**src/rtl/alu4_pkg.sv**
```systemverilog
// Opcode encodings shared by the ALU core and the integration code around it.
package alu4_pkg;

  localparam logic [3:0] OP_ADC  = 4'b0001;
  localparam logic [3:0] OP_ADD  = 4'b0010;
  localparam logic [3:0] OP_SUB  = 4'b0011;
  localparam logic [3:0] OP_NAND = 4'b0100;
  localparam logic [3:0] OP_OR   = 4'b0101;
  localparam logic [3:0] OP_XOR  = 4'b0110;
  localparam logic [3:0] OP_NOT  = 4'b0111;
  localparam logic [3:0] OP_SHR  = 4'b1000;
  localparam logic [3:0] OP_SBC  = 4'b1111;

  // True for the four opcodes that drive the ripple adder chain.
  function automatic logic is_arith(input logic [3:0] op);
    return (op == OP_ADC) || (op == OP_ADD) || (op == OP_SUB) || (op == OP_SBC);
  endfunction

endpackage

```
**src/rtl/alu4_core_fa_cell.sv**
```systemverilog
// Single-bit full adder; one instance per bit of the ALU ripple chain.
import alu4_pkg::*;

module fa_cell (
  input  logic a,
  input  logic b,
  input  logic ci,
  output logic s,
  output logic co
);

  assign s  = a ^ b ^ ci;
  assign co = (a & b) | (ci & (a ^ b));

endmodule

```
**src/rtl/alu4_core.sv**
```systemverilog
// Registered WIDTH-bit ALU: ADD/ADC/SUB/SBC on a ripple-carry chain, NAND/OR/XOR/NOT,
// 1-bit logical right shift, with carry and signed-overflow flags.
// Optional: define ALU_ZERO_FLAG_EN to add a registered zero flag output zf.
import alu4_pkg::*;

module alu4_core #(
  parameter int WIDTH = 4
) (
  input  logic             clk,
  input  logic             rst_n,
  input  logic             in_valid,
  input  logic [WIDTH-1:0] aluin_a,
  input  logic [WIDTH-1:0] aluin_b,
  input  logic [3:0]       opcode,
  input  logic             cin,
  output logic [WIDTH-1:0] alu_out,
  output logic             cout,
  output logic             of,
  output logic             out_valid
`ifdef ALU_ZERO_FLAG_EN
  ,
  output logic             zf
`endif
);

  logic [WIDTH-1:0] b_eff;
  logic             c0;
  logic [WIDTH:0]   carry;
  logic [WIDTH-1:0] sum;

  logic [WIDTH-1:0] res_d,  res_q;
  logic             cout_d, cout_q;
  logic             of_d,   of_q;
  logic             vld_q;

  // B inversion and carry-in select feeding the shared adder chain
  always_comb begin
    b_eff = aluin_b;
    c0    = 1'b0;
    unique case (opcode)
      OP_ADC:  c0 = cin;
      OP_SUB:  begin b_eff = ~aluin_b; c0 = 1'b1; end
      OP_SBC:  begin b_eff = ~aluin_b; c0 = cin;  end
      default: ;
    endcase
  end

  assign carry[0] = c0;

  for (genvar i = 0; i < WIDTH; i++) begin : g_chain
    fa_cell u_fa (
      .a  (aluin_a[i]),
      .b  (b_eff[i]),
      .ci (carry[i]),
      .s  (sum[i]),
      .co (carry[i+1])
    );
  end

  // Result and flag select; unknown opcodes produce all zeros
  always_comb begin
    res_d  = '0;
    cout_d = 1'b0;
    of_d   = 1'b0;
    if (is_arith(opcode)) begin
      res_d  = sum;
      cout_d = carry[WIDTH];
      of_d   = carry[WIDTH] ^ carry[WIDTH-1];
    end else begin
      unique case (opcode)
        OP_NAND: res_d = ~(aluin_a & aluin_b);
        OP_OR:   res_d = aluin_a | aluin_b;
        OP_XOR:  res_d = aluin_a ^ aluin_b;
        OP_NOT:  res_d = ~aluin_a;
        OP_SHR:  begin
          res_d  = {1'b0, aluin_a[WIDTH-1:1]};
          cout_d = aluin_a[0];
        end
        default: ;
      endcase
    end
  end

  // Output register stage: load on in_valid, hold otherwise; out_valid pulses per load
  always_ff @(posedge clk or negedge rst_n) begin
    if (!rst_n) begin
      res_q  <= '0;
      cout_q <= 1'b0;
      of_q   <= 1'b0;
      vld_q  <= 1'b0;
    end else begin
      vld_q <= in_valid;
      if (in_valid) begin
        res_q  <= res_d;
        cout_q <= cout_d;
        of_q   <= of_d;
      end
    end
  end

`ifdef ALU_ZERO_FLAG_EN
  logic zf_q;

  // Zero flag registered alongside the result
  always_ff @(posedge clk or negedge rst_n) begin
    if (!rst_n)        zf_q <= 1'b0;
    else if (in_valid) zf_q <= (res_d == '0);
  end

  assign zf = zf_q;
`endif

  assign alu_out   = res_q;
  assign cout      = cout_q;
  assign of        = of_q;
  assign out_valid = vld_q;

endmodule

```
**config.mk**
```make
export PLATFORM = sky130hd
export DESIGN_NAME = alu4_core
export DESIGN_NICKNAME = d
export VERILOG_FILES = /design/src/rtl/alu4_pkg.sv /design/src/rtl/alu4_core_fa_cell.sv /design/src/rtl/alu4_core.sv
export SDC_FILE = /design/constraint.sdc
export NUM_CORES = 1
export LEC_CHECK = 0
export BUFFER_PORTS_ARGS = -buffer_cell sky130_fd_sc_hd__buf_2
export CORE_MARGIN = 3
export CORE_UTILIZATION = 30
export DETAILED_ROUTE_END_ITERATION = 10
export MAX_ROUTING_LAYER = met4
export PLACE_DENSITY_LB_ADDON = 0.15
export SYNTH_ARGS = -nofsm -noshare
export SYNTH_HDL_FRONTEND = slang
export SYNTH_SLANG_ARGS = --single-unit
```
**constraint.sdc**
```tcl
create_clock -name clk -period 1 [get_ports clk]
set_input_delay 0.3 -clock clk [delete_from_list [all_inputs] [get_ports clk]]
set_output_delay 0.3 -clock clk [all_outputs]
set_load 0.01 [all_outputs]
```
==> flow_summary.yaml, run 1 <==
grt:
  grt_pass1_wl_um: 4043
  grt_max_degree: 13
  grt-ovfl-total: 0
  first_global_vias: 923
  track_usage: 0.1485
  antenna_found_initial: 0
synthesis:
  yosys_warnings: 0
  netlist_instances: 98
  synth_edf_count: 0
  ys_seq_area_frac: 0.1953
  avgSynthCellArea_um2: 9.154
  yosysTopAreaCell: "dfrtp_1"
  synth_nets: 126
  synth_ff_type: "dfrtp_1"
  async_reset_ff_frac: 1.000
  ys_ff_latch: 7
  synth.cell_area_um2: 897.1
  synth_top_area_frac: 0.1953
  synth.distinct_cells: 40
  synth_area_leaders: "dfrtp_1, ha_1, fa_1"
routing:
  vias: 884
  via_per_inst: 4.753
  routedWlPerCell_um: 12.79
  wl_um: 2379
  drt_iter0_markers: 22
  firstDrtPassIters: 4
  postRouteAntennaNets: 0
  drc: 0
floorplan:
  initial_utilization: 0.3198
  io_pins: 23
  core_mm2: 0.002805
  fp.dieW_um: 60.69
  num_rows: 19
  die-height_um: 60.69
  die_area_mm2: 0.003683
finish:
  n_antenna_cell: 0
  drive_above_1_share: 0.5419
  fill_cells: 286
  final_common_cell: "buf_4"
  fin_cells: 186
  syn_to_final_growth_pct: 54.53
  layout_common_cells: "buf_4, buf_2, inv_1"
  nets: 184
placed_design:
  gp_congestion: 0.8129
  placed_cells: 171
  dp_hpwl_um: 1988
  numPortBuffers: 22
critical_path:
  r2r_cells: 4
  crit_required_ns: 1.19
  r2r-start: "alu_out[2]"
  critPathLaunchType: "input port"
  path_max_fanout: 5
  startpoint: "opcode[3]"
  worstPathArrival_ns: 2.61
  crit_path_end_kind: "flip-flop"
  critPathKind: "input port to flip-flop"
clock_network:
  cts_made_buffers: 3
  clkTransAtPathRegs_ns: 0.05
  cts_tree: "built"
  cts.sinks: 7
  cts.root.buffer_cell: "clkbuf_4"
  worstSkewPairLatency_ns: 0.24
  htree_levels: 1
  clock_path_buffers: 2
timing:
  skew_ns: 0
  timing.fmax_mhz: 411.6
  worstMarginPinSlew_ns: 0.4943
  rsz0062_at_grt: "yes"
  finalHoldViolCount: 0
  fin_crit_sh: 2.430
  slew_violations: 0
  relSlewSlack: 0.6620
  setup_violations: 13
  setup_slack_ns: -1.430
  holdWs_ns: 0.3640
  min_period_ns: 2.430
power:
  power_density_mw_per_mm2: 890.2
  vdd_drop_max_uv: 295.7
  design_power_total_mw: 1.234
  power_leakage_nw: 0.6716
worst_hold_path:
  hold_start: "in_valid"
  hp-class: "input port to flip-flop"
  min_path_cells: 2
run_status:
  violations: "negative setup slack"
  status: "complete, but fails checks"
flow_run:
  cap_viol_max_count: 0
## report_power, final
| group | total, mW | switching, mW | internal [mW] | leakage, nW |
|---|---|---|---|---|
| logic | 0.646 | 0.289 | 0.357 | 0.572 |
| registers | 0.335 | 0.0160 | 0.319 | 0.0845 |
| clock network | 0.254 | 0.102 | 0.152 | 0.0150 |
## critical path, cell delays in order
cell      delay [ns]
buf_8           0.10
xnor2_1         0.14
and3_4          0.21
xnor2_2         0.12
fa_2            0.22
inv_2           0.04
fa_2            0.33
fa_2            0.36
inv_2           0.06
fa_1            0.41
o221ai_2        0.18
o21a_1          0.14
## area by class of cell
type / instances / area, µm² / share of cell area
clock buffer: 4 / 26.28 / 0.01895
timing repair buffer: 59 / 420.4 / 0.3032
multi-input combinational: 71 / 673.1 / 0.4856
inverter: 14 / 52.55 / 0.03791
tap: 31 / 38.79 / 0.02798
sequential: 7 / 175.2 / 0.1264
## layer usage
metal | global-route usage | share of wire | wire length (µm)
met3 | 0.01277 | 0.034 | 80
met5 | - | 0 | 0
met2 | 0.2687 | 0.53 | 1264
met4 | 0.03715 | 0.0029 | 7
met1 | 0.1757 | 0.43 | 1026
## cell families after synthesis
family | share of synthesized area
AOI/OAI and AO/OA | 0.2134
xor gates and xnor gates | 0.05858
adders and majority gates | 0.2008
buffers and inverters | 0.1046
DFF | 0.1953
muxes | 0.02510
and+or+nand+nor | 0.2022
## synth_stat cells (all sizes together), types with 2 or more instances
library cell,count
inv,14
ha,8
dfrtp,7
nor2,7
buf,6
nand2,6
xnor2,6
o21ai,5
fa,4
a2111oi,3
a21oi,3
and3,3
nor3b,3
a41oi,2
nand3b,2
o21a,2
o22ai,2
## worst paths after layout
check,end,slack [ns]
min in group asynchronous,alu_out[1],0.41
min reg2reg,alu_out[1],0.56
max in group asynchronous,alu_out[0],0.43
max,alu_out[3],-1.43
max reg2reg,alu_out[2],0.09
min,out_valid,0.36
## timing repair
item,CTS,global route
pin swaps,7,3
setup buffers,7,3
endpoints found under the setup margin,13,13
resized for setup,15,0
hold buffers,1,0
endpoints found under the hold margin,7,0
## through the flow
stage          utilization  setup slack (ns)  setup TNS, ns  area (µm²)
2_1_floorplan            -            -1.631         -7.899       944.7
3_3_place_gp        0.4362            -1.760         -8.933        1224
3_5_place_dp        0.4362            -1.792         -9.076        1224
4_1_cts             0.4862            -1.437         -7.337        1364
5_1_grt             0.4942            -1.552         -7.932        1386
6_report            0.4942            -1.430         -7.139        1386
## sequential cells by signal, indices dropped and copies added, names as in the netlist
register   flops
alu_out        4
of             1
out_valid      1
cout           1
Note: power is estimated with default switching activity, not from simulation.
==> inputs of run 2 (changes only) <==
--- a/config.mk
+++ b/config.mk
@@ -6,6 +6,7 @@
 export NUM_CORES = 1
 export LEC_CHECK = 0
 export BUFFER_PORTS_ARGS = -buffer_cell sky130_fd_sc_hd__buf_2
+export CORE_ASPECT_RATIO = 0.6
 export CORE_MARGIN = 3
 export CORE_UTILIZATION = 30
 export DETAILED_ROUTE_END_ITERATION = 10
==> run 2 against run 1 <==
Compared with the run above:
- the run still ends with negative setup slack left
- via count grew 0.11%
- routed wire length is 1.6% lower
- worst hold slack improved by 0.028 ns
- sequential power about the same
- cell area rose by 1.6%
- sequential share of layout area is 0.20 points lower
- power increased by 11%
- sequential cell count unchanged
- core utilization grew 3.5 points
- setup slack worse by 0.021 ns
- first-iteration DRC count grew 45%
- largest power group unchanged
- non-clock buffer count down 1
- critical path type unchanged
==> flow_summary.yaml, run 2 (synthesis results as in run 1) <==
finish:
  syn_to_final_growth_pct: 57.04
  ff_latch_area_um2: 175.2
  fill_cells: 268
  nets: 183
  n_antenna_cell: 0
  final_area_mm2: 0.001409
  layout_common_cells: "buf_4, buf_2, inv_1"
  largest_reg_flops: 4
  drive_above_1_share: 0.5390
  final_common_cell: "buf_4"
  multi_input_area_um2: 673.1
critical_path:
  max_stage_delay_ns: 0.41
  crit_top_cell: "fa_2"
  crit_required_ns: 1.17
  r2r-start: "alu_out[3]"
  worstPathArrival_ns: 2.62
  crit_path_end_kind: "flip-flop"
  critPathLaunchType: "input port"
  rr_endpoint: "alu_out[3]"
  slowest_stage: "fa_1"
  r2r_cells: 3
  path_max_fanout: 4
  critPathKind: "input port to flip-flop"
  path_cells: "buf_8, and3_4, o21a_1, o21ai_2, fa_2, inv_2, fa_2, fa_2, inv_2, fa_1, o221ai_2, o21a_1"
  r2r_slack_ns: 0.12
run_status:
  status: "complete, but fails checks"
  violations: "negative setup slack"
grt:
  grt_max_degree: 13
  first_global_vias: 900
  grt-ovfl-total: 0
  grt_pass1_wl_um: 4160
  antenna_found_initial: 0
  track_usage: 0.1452
timing:
  worstMarginPinSlew_ns: 0.4361
  setup_slack_ns: -1.451
  tns_ns: -7.308
  finalHoldViolCount: 0
  slew_violations: 0
  fin_crit_sh: 2.451
  rsz0062_at_grt: "yes"
  setup_violations: 13
  relSlewSlack: 0.7018
  timing.fmax_mhz: 408.0
  min_period_ns: 2.451
  skew_ns: 0
placed_design:
  dpl_cell_area_mm2: 0.001250
  gp_congestion: 0.7672
  dp_hpwl_um: 1938
  dpl_worst_slack_ns: -1.761
  numPortBuffers: 22
floorplan:
  io_pins: 23
  initial_utilization: 0.3369
  die_area_mm2: 0.003704
  die-height_um: 48.36
  num_rows: 14
  fp.dieW_um: 76.60
  core_mm2: 0.002663
power:
  p_sw_frac: 0.3098
  design_power_total_mw: 1.365
  power.share.clock: 0.293
  p_int_mw: 0.9420
  power_leakage_nw: 0.6756
  power_density_mw_per_mm2: 968.8
  vdd_drop_max_uv: 348.9
  power_frac_comb: 0.461
  p_sw_mw: 0.4229
  sequentialPowerShare: 0.246
clock_network:
  cts.root.buffer_cell: "clkbuf_8"
  htree_levels: 1
  clock_path_buffers: 2
  worstSkewPairLatency_ns: 0.23
  cts_tree: "built"
  cts.sinks: 7
  cts_made_buffers: 3
  clkTransAtPathRegs_ns: 0.04
routing:
  drc: 0
  wl_um: 2340
  postRouteAntennaNets: 0
  firstDrtPassIters: 4
  vias: 885
  via_per_inst: 4.562
  drt_iter0_markers: 32
  routedWlPerCell_um: 12.06
worst_hold_path:
  hold_path_end: "out_valid"
  hp-class: "input port to flip-flop"
  hold_start: "in_valid"
  min_path_cells: 2
flow_run:
  cap_viol_max_count: 0
==> run 2: what timing repair did <==
action	4_1_cts	5_1_grt
pin swaps	2	2
setup endpoints to repair	13	13
resized for setup	14	1
setup buffers	5	2
hold buffers	1	0
endpoints found under the hold margin	7	0
==> run 2: worst max path at each step <==
stage	start	endpoint	slack, ns	cells past startpoint
2_1_floorplan	opcode[3]	alu_out[3]	-1.63	12
3_5_place_dp	opcode[3]	alu_out[3]	-1.76	12
5_1_grt	opcode[3]	alu_out[3]	-1.55	12
4_1_cts	opcode[3]	alu_out[3]	-1.46	12
6_report	opcode[3]	alu_out[3]	-1.45	12
3_3_place_gp	opcode[3]	alu_out[3]	-1.73	12
==> run 2: power groups by stage <==
stage / Clock (mW) / Sequential (mW) / Combinational, mW
global placement: 0 / 0.339 / 0.540
floorplan: 0 / 0.358 / 0.308
finish: 0.399 / 0.336 / 0.629
global route: 0.437 / 0.340 / 0.699
detailed placement: 0 / 0.341 / 0.545
CTS: 0.407 / 0.336 / 0.617
==> run 2: area by class of cell <==
type | count | area share
Clock buffer | 4 | 0.03197
Inverter | 14 | 0.03730
Timing Repair Buffer | 58 | 0.2931
Tap cell | 40 | 0.03552
Multi-Input combinational cell | 71 | 0.4778
Sequential cell | 7 | 0.1243
==> run 2: metal layers <==
metal / global-route usage / share of wire
met1: 0.2016 / 0.53
met3: 0.03889 / 0.037
met2: 0.2012 / 0.42
met4: 0.05422 / 0.015
met5: - / 0
==> run 2: metrics by stage <==
| step | hold WS, ns | utilization | std cells |
|---|---|---|---|
| 6_report | 0.3915 | 0.5291 | 194 |
| 5_1_grt | 0.3934 | 0.5291 | 194 |
| 4_1_cts | 0.3825 | 0.5221 | 192 |
| 3_5_place_dp | 0.1406 | 0.4695 | 182 |
| 3_3_place_gp | 0.1393 | 0.4695 | 182 |
| 2_1_floorplan | 0.004409 | - | 98 |
==> run 2: critical path: cells and delay by family <==
family	cells	cell delay, ns
fa+ha+maj	4	1.32
simple gates	1	0.16
buf+inv	3	0.20
compound gates	4	0.64
==> inputs of run 3 (changes only) <==
--- a/config.mk
+++ b/config.mk
@@ -11,7 +11,6 @@
 export CORE_UTILIZATION = 30
 export DETAILED_ROUTE_END_ITERATION = 10
 export MAX_ROUTING_LAYER = met4
-export PLACE_DENSITY_LB_ADDON = 0.15
 export SYNTH_ARGS = -nofsm -noshare
 export SYNTH_HDL_FRONTEND = slang
 export SYNTH_SLANG_ARGS = --single-unit
==> constraint.sdc (replaced) <==
create_clock -name clk -period 2.1 [get_ports clk]
set_input_delay 0.63 -clock clk [delete_from_list [all_inputs] [get_ports clk]]
set_output_delay 0.63 -clock clk [all_outputs]
set_load 0.01 [all_outputs]
==> run 3 against run 2 <==
Compared with the run above:
- the run still ends with negative setup slack left
- critical path depth is the same
- sequential share of layout area grew 0.51 points
- sequential power shrank 52%
- worst hold slack lost 0.16 ns
==> flow_summary.yaml, run 3 (synthesis results as in run 1) <==
critical_path:
  r2r-start: "alu_out[2]"
  crit_path_end_kind: "flip-flop"
  worstPathArrival_ns: 2.99
  r2r_slack_ns: 1.41
  r2r_cells: 2
  crit_required_ns: 2.26
  critPathLaunchType: "input port"
  startpoint: "opcode[3]"
  path_max_fanout: 4
  critPathKind: "input port to flip-flop"
floorplan:
  core_mm2: 0.002663
  io_pins: 23
  fp.dieW_um: 76.60
  num_rows: 14
  initial_utilization: 0.3369
  die-height_um: 48.36
  die_area_mm2: 0.003704
timing:
  relSlewSlack: 0.7062
  fin_crit_sh: 1.348
  finalHoldViolCount: 0
  worstMarginPinSlew_ns: 0.4295
  timing.fmax_mhz: 353.3
  setup_slack_ns: -0.7304
  min_period_ns: 2.830
  slew_violations: 0
  rsz0062_at_grt: "yes"
  skew_ns: 0
  setup_violations: 4
finish:
  syn_to_final_growth_pct: 50.91
  n_antenna_cell: 0
  drive_above_1_share: 0.5315
  layout_common_cells: "buf_4, buf_2, inv_1"
  utilization: 0.5085
  fill_cells: 258
  fin_cells: 183
  final_common_cell: "buf_4"
  nets: 172
  largest_reg_flops: 4
routing:
  postRouteAntennaNets: 0
  vias: 883
  routedWlPerCell_um: 12.99
  firstDrtPassIters: 4
  via_per_inst: 4.825
  wl_um: 2377
  drc: 0
  drt_iter0_markers: 16
power:
  vdd_drop_max_uv: 267.1
  power_leakage_nw: 0.6316
  power_density_mw_per_mm2: 464.8
grt:
  antenna_found_initial: 0
  grt_max_degree: 14
  track_usage: 0.1388
  first_global_vias: 883
  grt-ovfl-total: 0
  grt_pass1_wl_um: 4043
clock_network:
  cts.sinks: 7
  cts_tree: "built"
  clock_path_buffers: 2
  cts_made_buffers: 3
  htree_levels: 1
  worstSkewPairLatency_ns: 0.22
  clkTransAtPathRegs_ns: 0.04
  cts.root.buffer_cell: "clkbuf_8"
placed_design:
  gp_congestion: 0.8664
  dp_hpwl_um: 1925
  numPortBuffers: 22
  placed_cells: 174
flow_run:
  cap_viol_max_count: 0
run_status:
  violations: "negative setup slack"
  status: "complete, but fails checks"
worst_hold_path:
  hp-class: "input port to async pin"
==> run 3: worst paths after layout <==
| check | end |
|---|---|
| worst max-delay path | alu_out[3] |
| worst min-delay path | cout |
| worst max register to register | alu_out[2] |
| worst min register to register | of |
| max in group asynchronous | alu_out[3] |
| min in group clk | of |
==> run 3: routing by layer <==
| metal | up-vias | global-route usage | share of wire | routed length [µm] |
|---|---|---|---|---|
| met5 | - | - | 0 | 0 |
| met2 | 23 | 0.2041 | 0.45 | 1080 |
| li1 | 433 | - | - | - |
| met1 | 423 | 0.1811 | 0.48 | 1139 |
| met4 | 0 | 0.04518 | 0.014 | 34 |
| met3 | 4 | 0.04444 | 0.052 | 123 |
==> run 3: what timing repair did <==
action / in CTS / in global routing
setup endpoints to repair: 6 / 6
resized for setup: 14 / 5
setup buffers: 1 / 4
pin swaps: 9 / 7
hold buffers: 0 / 0
==> run 3: per-stage QoR <==
stage | TNS (ns) | power, mW | hold WS [ns] | cell area, µm² | worst slack (ns)
final | -2.379 | 0.6292 | 0.2296 | 1354 | -0.7304
after global routing | -2.954 | 0.6880 | 0.2253 | 1354 | -0.8278
after CTS | -2.513 | 0.6213 | 0.2283 | 1294 | -0.7435
after detailed placement | -4.468 | 0.4138 | 0.4675 | 1190 | -1.038
after global placement | -4.295 | 0.4070 | 0.4671 | 1190 | -1.008
after floorplan | -3.279 | 0.3171 | 0.3344 | 944.7 | -0.8606
==> run 3: area by class of cell <==
class | count | area (µm²) | area share
timing repair buffer | 47 | 330.3 | 0.2440
multi-input combinational | 71 | 700.7 | 0.5176
inverter | 14 | 52.55 | 0.03882
sequential | 7 | 175.2 | 0.1294
clock buffer | 4 | 45.04 | 0.03327
tap | 40 | 50.05 | 0.03697
==> run 3: report_power, final <==
part,leakage (nW),switching [mW],internal (mW)
Sequential,0.0845,0.00888,0.152
Combinational,0.524,0.135,0.149
Clock,0.0228,0.0529,0.131
Total,0.632,0.197,0.432
==> run 3: worst max-delay path: stages <==
cell      delay, ns
buf_12         0.11
xnor2_4        0.14
and3_4         0.21
xnor2_2        0.12
fa_2           0.22
inv_2          0.04
fa_2           0.34
fa_2           0.36
inv_2          0.07
fa_2           0.43
o221ai_2       0.19
o21a_1         0.13
